**config.mk**
```make
export PLATFORM = sky130hd
export DESIGN_NAME = mem_bus_bridge
export DESIGN_NICKNAME = d
export VERILOG_FILES = /design/src/rtl/mem_bus_bridge.sv
export SDC_FILE = /design/constraint.sdc
export NUM_CORES = 1
export LEC_CHECK = 0
export CAP_MARGIN = 20
export CORE_ASPECT_RATIO = 0.75
export CORE_MARGIN = 4
export CORE_UTILIZATION = 40
export DETAILED_ROUTE_END_ITERATION = 6
export HOLD_SLACK_MARGIN = 0.1
export PLACE_DENSITY_LB_ADDON = 0.2
export REMOVE_ABC_BUFFERS = 1
export SLEW_MARGIN = 10
export SYNTH_ARGS = -nofsm -noshare
export SYNTH_HDL_FRONTEND = slang
export SYNTH_SLANG_ARGS = --single-unit
```
**constraint.sdc**
```tcl
create_clock -name clk -period 4.5 [get_ports clk]
set_input_delay 0.9 -clock clk [delete_from_list [all_inputs] [get_ports clk]]
set_output_delay 0.9 -clock clk [all_outputs]
set_load 0.1 [all_outputs]
```
**src/rtl/mem_bus_bridge.sv**
```systemverilog
// mem_bus_bridge: MEM-stage load/store to request/acknowledge bus bridge with interrupt synchroniser.
// Optional bus timeout abort enabled by defining MEM_BUS_TIMEOUT_EN.
module mem_bus_bridge #(
  parameter int NIRQ           = 6,
  parameter int TIMEOUT_CYCLES = 255
) (
  input  logic            clk,
  input  logic            rst,
  input  logic            clr,
  input  logic            req_rd,
  input  logic            req_wr,
  input  logic [1:0]      size,
  input  logic            sext,
  input  logic [31:0]     addr,
  input  logic [31:0]     wdata,
  output logic [31:0]     DR,
  output logic            keep,
  output logic            IntReq_M,
  output logic            exc_adel,
  output logic            exc_ades,
  output logic            bus_err,
  output logic            bus_req,
  output logic            bus_we,
  output logic [31:0]     bus_addr,
  output logic [3:0]      bus_be,
  output logic [31:0]     bus_wdata,
  input  logic [31:0]     bus_rdata,
  input  logic            bus_ack,
  input  logic [NIRQ-1:0] irq_in
);
  typedef enum logic [1:0] {IDLE, WAIT, DONE} state_t;
  state_t state, state_n;
  logic req, aligned, start, misal, expire;
  logic [1:0] off_q, size_q;
  logic sext_q;
  logic [31:0] dr_q, sh, ext, wrep;
  logic [3:0] be;
  logic [NIRQ-1:0] s1, s2;
  if (TIMEOUT_CYCLES < 1 || TIMEOUT_CYCLES > 65535) begin : g_bad_timeout
    $error("TIMEOUT_CYCLES out of range");
  end
  assign req     = (req_rd | req_wr) & ~clr;
  assign aligned = size == 2'd0 ? 1'b1 : size == 2'd1 ? ~addr[0] : addr[1:0] == 2'd0;
  assign start   = state == IDLE && req && aligned;
  assign misal   = state == IDLE && req && !aligned;
  assign be      = size == 2'd0 ? 4'b0001 << addr[1:0] : size == 2'd1 ? 4'b0011 << addr[1:0] : 4'hF;
  assign wrep    = size == 2'd0 ? {4{wdata[7:0]}} : size == 2'd1 ? {2{wdata[15:0]}} : wdata;
  assign sh      = bus_rdata >> {off_q, 3'b000};
  assign ext     = size_q == 2'd0 ? {{24{sext_q & sh[7]}}, sh[7:0]} :
                   size_q == 2'd1 ? {{16{sext_q & sh[15]}}, sh[15:0]} : bus_rdata;
  assign DR      = misal ? '0 : dr_q;
`ifdef MEM_BUS_TIMEOUT_EN
  logic [15:0] cnt;
  assign expire = state == WAIT && !bus_ack && cnt == 16'(TIMEOUT_CYCLES - 1);
  always_ff @(posedge clk)
    if (rst || state != WAIT) cnt <= '0;
    else if (!bus_ack) cnt <= cnt + 16'd1;
  always_ff @(posedge clk) bus_err <= rst ? 1'b0 : expire;
`else
  assign expire  = 1'b0;
  assign bus_err = 1'b0;
`endif
  always_ff @(posedge clk) state <= rst ? IDLE : state_n;
  always_comb
    state_n = state == IDLE ? (start ? WAIT : IDLE) :
              state == WAIT ? (bus_ack || expire ? DONE : WAIT) : IDLE;
  always_comb begin
    keep     = start || state == WAIT;
    exc_adel = misal && req_rd;
    exc_ades = misal && req_wr && !req_rd;
  end
  always_ff @(posedge clk)
    if (rst) begin
      bus_req   <= 1'b0;
      bus_we    <= 1'b0;
      bus_addr  <= '0;
      bus_be    <= '0;
      bus_wdata <= '0;
      off_q     <= '0;
      size_q    <= '0;
      sext_q    <= 1'b0;
      dr_q      <= '0;
    end else if (start) begin
      bus_req   <= 1'b1;
      bus_we    <= req_wr;
      bus_addr  <= {addr[31:2], 2'b00};
      bus_be    <= be;
      bus_wdata <= req_wr ? wrep : '0;
      off_q     <= addr[1:0];
      size_q    <= size;
      sext_q    <= sext;
    end else if (state == WAIT && (bus_ack || expire)) begin
      bus_req <= 1'b0;
      dr_q    <= bus_ack ? ext : '0;
    end else if (misal) dr_q <= '0;
  always_ff @(posedge clk)
    if (rst) begin
      s1       <= '0;
      s2       <= '0;
      IntReq_M <= 1'b0;
    end else begin
      s1       <= irq_in;
      s2       <= s1;
      IntReq_M <= |s2;
    end
endmodule

```
# [Yosys cells after proc, flatten, opt, wreduce, memory -nomap -nowiden]
# Cells that the tools add are included.
[classes] addsub=0 n_mul=0 n_div=0 order_cmp=0 n_eq_ne=3 shifts=3 n_mux=18 bitwise_logic=6 n_reduce_logical=16
[op_table] cell="$mux 32" n=8
[op_table] cell="$shr 32x5->16" n=1
[op_table] cell="$logic_not 2->1" n=4
[op_table] cell="$mux 4" n=2
[op_table] cell="$logic_and 1x1->1" n=7
[op_table] cell="$eq 2x1->1 const B" n=3
[op_table] cell="$mux 2" n=3
[op_table] cell="$reduce_or 6->1" n=1
[op_table] cell="$mux 1" n=5
[op_table] cell="$shl 1x2->4 const A" n=1
[op_table] cell="$shl 2x2->4 const A" n=1
[op_table] cell="$and 1x1->1" n=3
[op_table] cell="$logic_not 1->1" n=2
[op_table] cell="$not 1->1" n=2
[op_table] cell="$reduce_bool 2->1" n=1
[op_table] cell="$logic_or 1x1->1" n=1
[op_table] cell="$or 1x1->1" n=1
[totals] register_bits=120 latchBits=0 ram_bits=0 romBits=0 in_bits=111 out_inout_bits=107 elab_cells=59 memories=0

# [Longest topological paths before layout]
[depth] word_depth=7 depth_mapped=8 ltp_nobuf=6

# [Worst setup path before layout]
# No wires, ideal clock.
[synth_path] path_type="input-to-output" start="input port addr[0]" end="output port keep" arrival_ns=3.017 t_required_ns=3.600 path_slack_ns=0.583 cell_stages=8 n_path_buf=2 path_cell_list="inv_1 -> ha_1 -> nand2b_1 -> and2_1 -> buf_2 -> clkbuf_1 -> nand2_1 -> o21ai_0"
[synth_between] elab_chain_cells=5
[synth_rtl] element="start, declared" line_no="14" source="input logic [31:0] addr,"
[synth_rtl] element="$logic_not 2->1 or $not 1->1 (tied branches)" line_no="43" source="assign aligned = size == 2'd0 ? 1'b1 : size == 2'd1 ? ~addr[0] : addr[1:0] == 2'd0;"
[synth_rtl] element="$mux 1 * (2 in series)" line_no="43"
[synth_rtl] element="$logic_and 1x1->1 *" line_no="44" source="assign start = state == IDLE && req && aligned;"
[synth_rtl] element="$logic_or 1x1->1 *" line_no="68" source="keep = start || state == WAIT;"
[synth_rtl] element="end, declared" line_no="17" source="output logic keep,"
# Mark *: on every way between the ends. The rest lies on a longest branch, timed or not.

# [Worst setup path in the final report]
[layout_path] start="input port addr[0]" end="output port DR[23]"
[layout_between] elab_chain_cells=6
[layout_rtl] element="$logic_not 2->1 or $not 1->1 (tied branches)" line_no="43"
[layout_rtl] element="$mux 1 * (2 in series)" line_no="43"
[layout_rtl] element="$logic_not 1->1 *" line_no="45" source="assign misal = state == IDLE && req && !aligned;"
[layout_rtl] element="$logic_and 1x1->1 *" line_no="45"
[layout_rtl] element="$mux 32 *"
[layout_rtl] element="end, declared" line_no="16" source="output logic [31:0] DR,"
# Marked as above.

==> summary.txt <==
LOGIC SYNTHESIS
----------------------------------------------------------------------------------
Share of Yosys cell area claimed by the top area cell type ..........        42.4%
Syn avg cell area ...................................................    8.60 um^2
Cell area after synthesis ...........................................    5660 um^2
Count of different cell masters after synthesis .....................           52
Most common library cells after synthesis ........................... sky130_fd_sc_hd__dfxtp_1, sky130_fd_sc_hd__a21oi_1, sky130_fd_sc_hd__o21ai_0
Yosys top cell by area .............................................. sky130_fd_sc_hd__dfxtp_1
Number of warnings issued by yosys ..................................            0
Number of synthesized register bits .................................          120
Syn Inst Count ......................................................          658
Cell with the most instances after synthesis ........................ sky130_fd_sc_hd__dfxtp_1
Part of the Yosys area used for sequential elements .................        42.4%
Most used DFF post-synth ............................................ sky130_fd_sc_hd__dfxtp_1
Async set-or-reset flop fraction in the synthesized netlist .........           0%
Number of enable-type register cells in the synthesized netlist .....            0
Most area-consuming cells after synthesis ........................... sky130_fd_sc_hd__dfxtp_1, sky130_fd_sc_hd__a21oi_1, sky130_fd_sc_hd__o21ai_0

DRT
----------------------------------------------------------------------------------
Routed via count divided by cell count ..............................         5.67
First-pass iteration count of the detailed router ...................            6
Number of routed nets with antenna violations .......................            0
Sum of routed wire length over all layers ...........................     18600 um
Number of vias after detailed routing ...............................         5791
Routed wire per std cell ............................................      18.2 um
Number of remaining DRC errors ......................................            0
Number of DRC markers in iteration 0 ................................          462

SETUP PATH
----------------------------------------------------------------------------------
Critical Path Sink Type .............................................   output pin
Capture instance of the worst register-to-register path ............. dr_q[10]$_SDFFE_PP0N_
Required time of the critical path ..................................      3.60 ns
R2r startpoint ...................................................... off_q[0]$_SDFFE_PP0P_
Data arrival time of the critical path ..............................      3.10 ns
CP max FO ...........................................................           39
Minimum setup slack among reg-to-reg paths ..........................      1.91 ns
Worst reg-to-reg path cell count ....................................            4
WS Path Type ........................................................ input port to output pin
Critical Path Source Type ...........................................   input port

TIMING
----------------------------------------------------------------------------------
Actual transition at the worst max-transition pin ...................      1.04 ns
Setup repair after global routing missed its margin .................           no
Final number of hold-violating endpoints ............................            0
Final Cycle Share ...................................................        89.0%
Worst hold margin ...................................................     0.435 ns
Achievable frequency ................................................      250 MHz
Endpoints failing setup .............................................            0
Normalized max-slew margin ..........................................        29.9%
Worst clock skew ....................................................   0.00973 ns
Max-slew violation total from the final report ......................            0
Post-layout min period ..............................................      4.00 ns
Final critical-path setup slack .....................................     0.495 ns

PWR
----------------------------------------------------------------------------------
Largest vdd supply drop .............................................   0.000255 V
Combinational share of power ........................................        21.7%
Final total power ...................................................      3.21 mW
Power per cell area .................................................  367 nW/um^2
Sequential cell fraction of total power .............................        35.2%
Lkg Pwr .............................................................      3.14 nW
Fraction of power spent switching nets ..............................        31.2%
Switching component of the power ....................................      1.00 mW
Internal power contribution .........................................      2.21 mW
Clock network power share ...........................................        43.1%

CTS
----------------------------------------------------------------------------------
Number of CTS-inserted buffers ......................................           17
Clock sink count ....................................................          120
Cts repair resizes ..................................................            0
H-Tree Level Count ..................................................            4
Clk Tree Root Cell .................................................. sky130_fd_sc_hd__clkbuf_16
Clock-pin slew on the worst setup and hold paths ....................      0.06 ns
Worst-Skew Late Latency .............................................      0.41 ns
Largest buffer count on any clock path ..............................            2
Post-CTS setup buffers ..............................................            0
Number of hold-repair buffers added at the cts stage ................            0
TritonCTS clock tree ................................................          yes

GLOBAL ROUTING
----------------------------------------------------------------------------------
Global route overflow ...............................................            0
Wire length of the first global-routing pass ........................     29500 um
Pin count of the biggest net entering global routing ................           73
Antenna violations before repair ....................................            0
Vias in the first global route ......................................         5761
Global-route usage over all layers ..................................        22.2%

OUTCOME
----------------------------------------------------------------------------------
Result of the run ................................................... finished, final reports clean

FLOW RUN
----------------------------------------------------------------------------------
Count of maximum capacitance violations .............................            0

LAYOUT
----------------------------------------------------------------------------------
Share of final-layout standard cells stronger than drive strength 1 .        12.5%
Sequential cell area ................................................    2400 um^2
Fillers .............................................................         1126
Antenna cells .......................................................            0
Area added between synthesis and finish .............................        54.6%
Area of the multi-input gates .......................................    2930 um^2
Number of nets in the final layout ..................................          949
Final cell utilization of the core ..................................        63.4%

FLOORPLAN
----------------------------------------------------------------------------------
Die extent in y .....................................................       111 um
Core Region .........................................................   13800 um^2
Starting density of the core ........................................        41.0%
Chip width ..........................................................       145 um
Area of the die .....................................................   16100 um^2
IO Pins .............................................................          218
Core Rows ...........................................................           37

PLACEMENT
----------------------------------------------------------------------------------
Sum of net half-perimeters after detailed placement .................     12700 um
Post-placement worst setup slack ....................................     0.498 ns
Number of port buffers ..............................................          214
Placer Congestion ...................................................        0.853

HOLD PATH
----------------------------------------------------------------------------------
Worst hold-check path type .......................................... flip-flop to flip-flop
Cells on Worst Hold Path ............................................            1
Min-delay src ....................................................... s1[5]$_SDFF_PP0_
Hold path endpoint .................................................. s2[5]$_SDFF_PP0_

## worst max-delay path, stage by stage
cell and delay [ns]:
sky130_fd_sc_hd__clkdlybuf4s50_1 0.60, sky130_fd_sc_hd__inv_1 0.10, sky130_fd_sc_hd__ha_1 0.25, sky130_fd_sc_hd__nand2b_1 0.24, sky130_fd_sc_hd__a211oi_4 0.26, sky130_fd_sc_hd__buf_4 0.39, sky130_fd_sc_hd__nor2b_1 0.15, sky130_fd_sc_hd__buf_12 0.19
## flip-flops by register name (all words and copies together) (netlist names)
register	flops
bus_we	1
bus_be	4
s2	6
s1	6
off_q	2
state	2
IntReq_M	1
bus_wdata	32
bus_addr	30
dr_q	32
sext_q	1
bus_req	1
size_q	2
## layout by cell type (no fill, tap or decap), types with 4 or more instances in the layout
| master | n |
|---|---|
| sky130_fd_sc_hd__a2111oi_0 | 6 |
| sky130_fd_sc_hd__a211oi_1 | 4 |
| sky130_fd_sc_hd__a21oi_1 | 82 |
| sky130_fd_sc_hd__a221o_1 | 16 |
| sky130_fd_sc_hd__a221oi_1 | 5 |
| sky130_fd_sc_hd__a22o_1 | 7 |
| sky130_fd_sc_hd__and3_1 | 5 |
| sky130_fd_sc_hd__buf_12 | 35 |
| sky130_fd_sc_hd__buf_4 | 13 |
| sky130_fd_sc_hd__clkbuf_16 | 17 |
| sky130_fd_sc_hd__clkdlybuf4s50_1 | 178 |
| sky130_fd_sc_hd__dfxtp_1 | 120 |
| sky130_fd_sc_hd__ha_1 | 4 |
| sky130_fd_sc_hd__inv_1 | 6 |
| sky130_fd_sc_hd__mux2_2 | 16 |
| sky130_fd_sc_hd__mux2i_1 | 18 |
| sky130_fd_sc_hd__nand2_1 | 19 |
| sky130_fd_sc_hd__nand2b_1 | 9 |
| sky130_fd_sc_hd__nand3_1 | 36 |
| sky130_fd_sc_hd__nand3b_1 | 4 |
| sky130_fd_sc_hd__nand4_1 | 32 |
| sky130_fd_sc_hd__nor2_1 | 17 |
| sky130_fd_sc_hd__nor2b_1 | 52 |
| sky130_fd_sc_hd__nor4_1 | 4 |
| sky130_fd_sc_hd__o21ai_0 | 76 |
| sky130_fd_sc_hd__o21ai_1 | 10 |
| sky130_fd_sc_hd__o2bb2ai_1 | 7 |
## how the worst max path moves through the flow
stage	start	to	slack, ns	cells past startpoint
finish	addr[0]	DR[23]	0.50	8
CTS	addr[0]	DR[23]	0.50	8
floorplan	addr[0]	keep	-0.28	6
global placement	addr[0]	DR[25]	0.65	8
detailed placement	addr[0]	DR[23]	0.50	8
global route	addr[0]	DR[23]	0.34	8
## metrics by stage
| step | instance area, um^2 | instances | TNS [ns] |
|---|---|---|---|
| after floorplan | 5350 | 589 | -0.278 |
| after global placement | 8150 | 990 | 0 |
| after detailed placement | 8150 | 990 | 0 |
| after CTS | 8750 | 1022 | 0 |
| after global routing | 8750 | 1022 | 0 |
| final | 8750 | 1022 | 0 |
## metal layers
metal	track usage, %	wire (um)	vias to the layer above
met5	0	0	-
met4	8.73	521	0
met3	8.17	1520	43
met2	35.4	8730	227
met1	27.3	7780	2766
li1	-	-	2755
## power groups by stage
| stage | registers [mW] | clock network (mW) | logic (mW) |
|---|---|---|---|
| after floorplan | 1.34 | 0 | 0.219 |
| after global placement | 1.15 | 0 | 0.686 |
| after detailed placement | 1.15 | 0 | 0.693 |
| after CTS | 1.13 | 1.41 | 0.695 |
| after global routing | 1.14 | 1.45 | 0.734 |
| final | 1.13 | 1.39 | 0.696 |
## cell type report
| type | instances | area share (%) |
|---|---|---|
| repair buffers | 226 | 29.5 |
| clock inverters | 14 | 1.97 |
| well taps | 175 | 2.50 |
| multi-input cells | 463 | 33.4 |
| flip-flops and latches | 120 | 27.4 |
| clock buffers | 18 | 4.90 |
| inverters | 6 | 0.257 |
## logic make-up (layout without fill, tap and decap cells)
family                     after synthesis  count (layout)  synth area share (%)
DFF                                    120             120                  42.4
AOI/OAI and AO/OA                      225             225                  24.1
other                                    1               3                0.0662
muxes                                   35              35                  6.76
adders and majority gates                4               4                 0.884
and+or+nand+nor                        196             196                  19.7
buffers and inverters                   77             264                  6.06
No activity file was read; power rests on OpenSTA's default activity.
==> RTL edit 1 (same flow settings) <==
The option `MEM_BUS_TIMEOUT_EN` is turned on by a define.
--- a/src/rtl/mem_bus_bridge.sv
+++ b/src/rtl/mem_bus_bridge.sv
@@ -2,2 +2,4 @@
 // Optional bus timeout abort enabled by defining MEM_BUS_TIMEOUT_EN.
+`define MEM_BUS_TIMEOUT_EN
+
 module mem_bus_bridge #(
Check against the original RTL: no difference found for any inputs over 4 cycles, from zero or initial values and one cycle with rst high; that may be too few to reach the edited logic, so the function may still have changed.
==> RTL edit 1 against the original RTL <==
Synthesized area grew 14%. Via count grew 7.1%. Register-to-register slack gained 0.26 ns. Worst hold slack gained 0.0013 ns. Sequential cell count grew 17. Routed wire length grew 7.5%. Final area grew 9.7%. Worst setup slack lost 0.026 ns. Core utilization shrank 1.6 points. Clock power is essentially flat. Fmax shrank 0.65%. Cell count grew 11%. Power grew 4.3%. Critical path type unchanged. Largest cell class unchanged.
==> RTL edit 1: results (changes against the original RTL) <==
metric,value,unit,change
status,"complete, no violations",,
synth_common_cells,"dfxtp_1, a21oi_1, o21ai_0",,
critPathMaxStageDelay,0.62,ns,+0.02 ns
vias,6203,,+7.1%
final_cells,1137,,+11%
skew,0.0126,ns,+0.00282 ns
hpwl,13.7,mm,+8.0%
wl_met3,1.85,mm,+21%
combPwrFrac,0.205,,-0.012
wl_met2,8.82,mm,+1.1%
diodes,0,,unchanged
comb_power,0.686,mW,-1%
cp_max_fo,33,,-15%
antenna_found_initial,0,,unchanged
syn_area_per_cell,8.64,um2,+0.45%
fillers,1358,,+21%
finalNetCount,1036,,+9.2%
p_clk_frac,0.415,,-0.016
grt_util_all_layers,0.213,,-0.00860
wl_met1,9.02,mm,+16%
r2r_cells,5,,+1
synth_cell_type_count,62,,+19%
grt_pass1_vias,5773,,+0.21%
use_met2,0.309,,-0.0458
fin_crit_sh,0.896,,+0.00580
synth_seq_area_share,0.426,,+0.00164
grt_use_met1,0.290,,+0.0164
p_leak,3.49,nW,+11%
worstReg2RegEnd,dr_q[14]$_SDFFE_PP0N_,,
wl,19.9,mm,+7.5%
tightest_slew,1.02,ns,-0.0189 ns
crit_path_end,DR[25],,
reg.largest.list,"bus_wdata (32), dr_q (32), bus_addr (30)",,
drt-initial-drc-count,508,,+10%
dr.pass1.iters,5,,-1
place_area,9020,um2,+11%
clk_path_buf_depth,2,,unchanged
grt_pass1_wl,31.5,mm,+6.6%
hold_end,s2[0]$_SDFF_PP0_,,
yosysWarningCount,0,,unchanged
r2r_slack,2.17,ns,+0.26 ns
irDropWorstVdd,215,uV,-16%
grt_start_max_net_pins,69,,-5.5%
gp_congestion,0.806,,-5.5%
hold_ws,0.436,ns,+0.00129 ns
drive_gt1_frac,0.122,,-0.00283
rr_startpoint,off_q[1]$_SDFFE_PP0P_,,
yosys-top-cells-area,"dfxtp_1, a21oi_1, o21ai_0",,
post-place-ws,0.469,ns,-0.0290 ns
p_int,2.32,mW,+4.9%
io_buffers,215,,+0.47%
hold_start,s1[0]$_SDFF_PP0_,,
hold_path.class,reg -> reg,,
grt_use_met3,0.0967,,+0.0149
[RTL edit 1: cell types whose count changed after synthesis, sizes merged, moves of 6 or more]
cell,unedited run,this run
nor2,19,25
a2bb2oi,0,9
dfxtp,120,137
a22o,7,1
nand2b,9,2
a221o,16,23
inv,6,16
a2111oi,6,0
[RTL edit 1: area by class of cell]
type | instances | area [um2] | area share
multi-input cells | 515 | 3330 | 0.347
flip-flops and latches | 137 | 2740 | 0.286
repair buffers | 232 | 2630 | 0.273
clock buffers | 19 | 443 | 0.0461
well taps | 205 | 256 | 0.0267
clock inverters | 13 | 143 | 0.0149
inverters | 16 | 60.1 | 0.00625
[RTL edit 1: logic make-up after synthesis]
logic type                 synth area share
DFF                                   0.426
adders and majority gates            0.0117
buffers and inverters                0.0597
AOI/OAI and AO/OA                     0.244
muxes                                0.0612
xor gates and xnor gates             0.0109
and+or+nand+nor                       0.186
other                              0.000583
==> RTL edit 2 (config.mk and constraints unchanged) <==
Made on the original files. The 3 states of `state_t` get a one-hot encoding in 3 bits.
--- a/src/rtl/mem_bus_bridge.sv
+++ b/src/rtl/mem_bus_bridge.sv
@@ -30,3 +30,3 @@
 );
-  typedef enum logic [1:0] {IDLE, WAIT, DONE} state_t;
+  typedef enum logic [2:0] {IDLE = 3'b001, WAIT = 3'b010, DONE = 3'b100} state_t;
   state_t state, state_n;
Check against the original RTL: no difference found for any inputs over 4 cycles, from zero or initial values and one cycle with rst high; so few cycles prove little.
==> RTL edit 2 against the original RTL <==
Worst setup slack lost 0.15 ns. Synthesized area shrank 1.9%. Sequential cell count grew 1. Sequential power about the same. Die area decreased by 1.8%. Critical path depth decreased by 1. Power is 1.9% lower. Sequential share of layout area grew 0.60 points. Register-to-register slack gained 0.03 ns. Cell count is 2.5% higher. Routed wire length is 4.2% lower. Final area shrank 1.3%. Combinational power down 14%. Largest cell class unchanged.
==> RTL edit 2: results (changes against the original RTL) <==
metric,value,unit,change
status,"complete, no violations",,
hpwl,12.6,mm,-0.49%
max_slew_margin,0.317,,+0.0182
crit_family,buffers and inverters,,
cp-startpoint,addr[1],,
cts-resized-gates,0,,unchanged
synth_common_cells,"nand2_1, dfxtp_1, a21oi_1",,
cts_setup_buffers,0,,unchanged
hold_end,s2[0]$_SDFF_PP0_,,
reg.largest.list,"bus_wdata (32), dr_q (32), bus_addr (30)",,
post-place-ws,0.364,ns,-0.134 ns
skew,0.0126,ns,+0.00286 ns
finalNetCount,979,,+3.2%
gp_congestion,0.857,,+0.55%
grt_util_all_layers,0.224,,+0.00158
dr.pass1.iters,5,,-1
diodes,0,,unchanged
drt-vias-per-instance,5.31,,-6.3%
fillers,1098,,-2.5%
p_leak,3.08,nW,-1.9%
cp_max_fo,34,,-13%
grt_pass1_vias,5629,,-2.3%
wl_met3,1.64,mm,+7.7%
drive_gt1_frac,0.130,,+0.00484
hold_path.class,reg -> reg,,
r2r_cells,5,,+1
drt-initial-drc-count,298,,-35%
slowest_stage,clkdlybuf4s50_1,,
async_flop_share,0,,unchanged
worstReg2RegEnd,dr_q[18]$_SDFFE_PP0N_,,
arrival,3.26,ns,+0.16 ns
io_buffers,214,,unchanged
synth_cell_type_count,51,,-1.9%
hold_depth,1,,unchanged
yosys-top-cells-area,"dfxtp_1, nand2_1, a21oi_1",,
numCtsBuffers,17,,unchanged
irDropWorstVdd,262,uV,+3.0%
wl_per_cell,17.0,um,-6.6%
grt_start_max_net_pins,95,,+30%
r2r_slack,1.94,ns,+0.03 ns
hold_start,s1[0]$_SDFF_PP0_,,
wl_met1,7.16,mm,-8.1%
yosysWarningCount,0,,unchanged
critPathMaxStageDelay,0.60,ns,about the same
htree_num_levels,4,,unchanged
clock-root-buffer,clkbuf_16,,
wl_met2,8.52,mm,-2.3%
min_period,4.16,ns,+0.151 ns
grt_pass1_wl,28.0,mm,-5.2%
clk_path_buf_depth,2,,unchanged
maxCapViolations,0,,unchanged
insertion_delay,0.41,ns,about the same
yosysMostFrequentCell,nand2_1,,
clk_pin_slew,0.06,ns,about the same
synth_seq_area_share,0.436,,+0.0120
-- RTL edit 2: cell types whose count changed after synthesis, sizes merged, moves of 6 or more --
| cell | before | now |
|---|---|---|
| nor2 | 19 | 28 |
| nor2b | 52 | 17 |
| a22oi | 2 | 10 |
| o2bb2ai | 7 | 1 |
| a22o | 7 | 0 |
| a221o | 16 | 0 |
| a21oi | 82 | 105 |
| nand2 | 20 | 142 |
| clkbuf | 51 | 32 |
| o221ai | 0 | 7 |
| and2 | 4 | 32 |
| o21ai | 86 | 32 |
| nand4 | 32 | 0 |
-- RTL edit 2: final cells by class --
cell class                      instances  area (um2)  area share
Multi-Input combinational cell        495        2790       0.323
Timing Repair Buffer                  223        2570       0.298
Sequential cell                       121        2420       0.280
Clock buffer                           18         429      0.0497
Tap cell                              171         214      0.0248
Clock inverter                         14         185      0.0214
Inverter                                6        22.5     0.00261
-- RTL edit 2: where the power goes --
part | total (mW) | switching, mW | internal, mW
Sequential | 1.13 | 0.0250 | 1.11
Combinational | 0.596 | 0.391 | 0.204
Clock | 1.42 | 0.538 | 0.886
Total | 3.15 | 0.954 | 2.20
-- RTL edit 2: worst max-delay path by stage --
| stage | endpoint | slack, ns | cells past startpoint |
|---|---|---|---|
| after floorplan | keep | 0.19 | 3 |
| after global placement | exc_ades | 0.46 | 7 |
| after detailed placement | exc_ades | 0.36 | 7 |
| after CTS | exc_ades | 0.35 | 7 |
| after global routing | exc_ades | 0.25 | 7 |
| final | exc_ades | 0.34 | 7 |
-- RTL edit 2: kinds of logic after synthesis --
family | Yosys count | synth area share
mux | 36 | 0.0692
buf+inv | 63 | 0.0618
fa+ha+maj | 4 | 0.00902
other cells | 1 | 0.000676
simple gates | 276 | 0.238
flops | 121 | 0.436
compound gates | 176 | 0.185
-- RTL edit 2: per-layer routing --
layer	vias to the layer above	global-route usage
li1	2682	-
met4	0	0.0907
met5	-	0
met1	2611	0.259
met2	233	0.371
met3	39	0.0897
-- RTL edit 2: metrics by stage --
stage / cell area (um2) / hold WS [ns] / util / std cells
after floorplan: 5240 / 0.414 / - / 622
after global placement: 8020 / 0.417 / 0.604 / 1016
after detailed placement: 8020 / 0.420 / 0.604 / 1016
after CTS: 8640 / 0.433 / 0.650 / 1048
after global routing: 8640 / 0.459 / 0.650 / 1048
final: 8640 / 0.434 / 0.650 / 1048
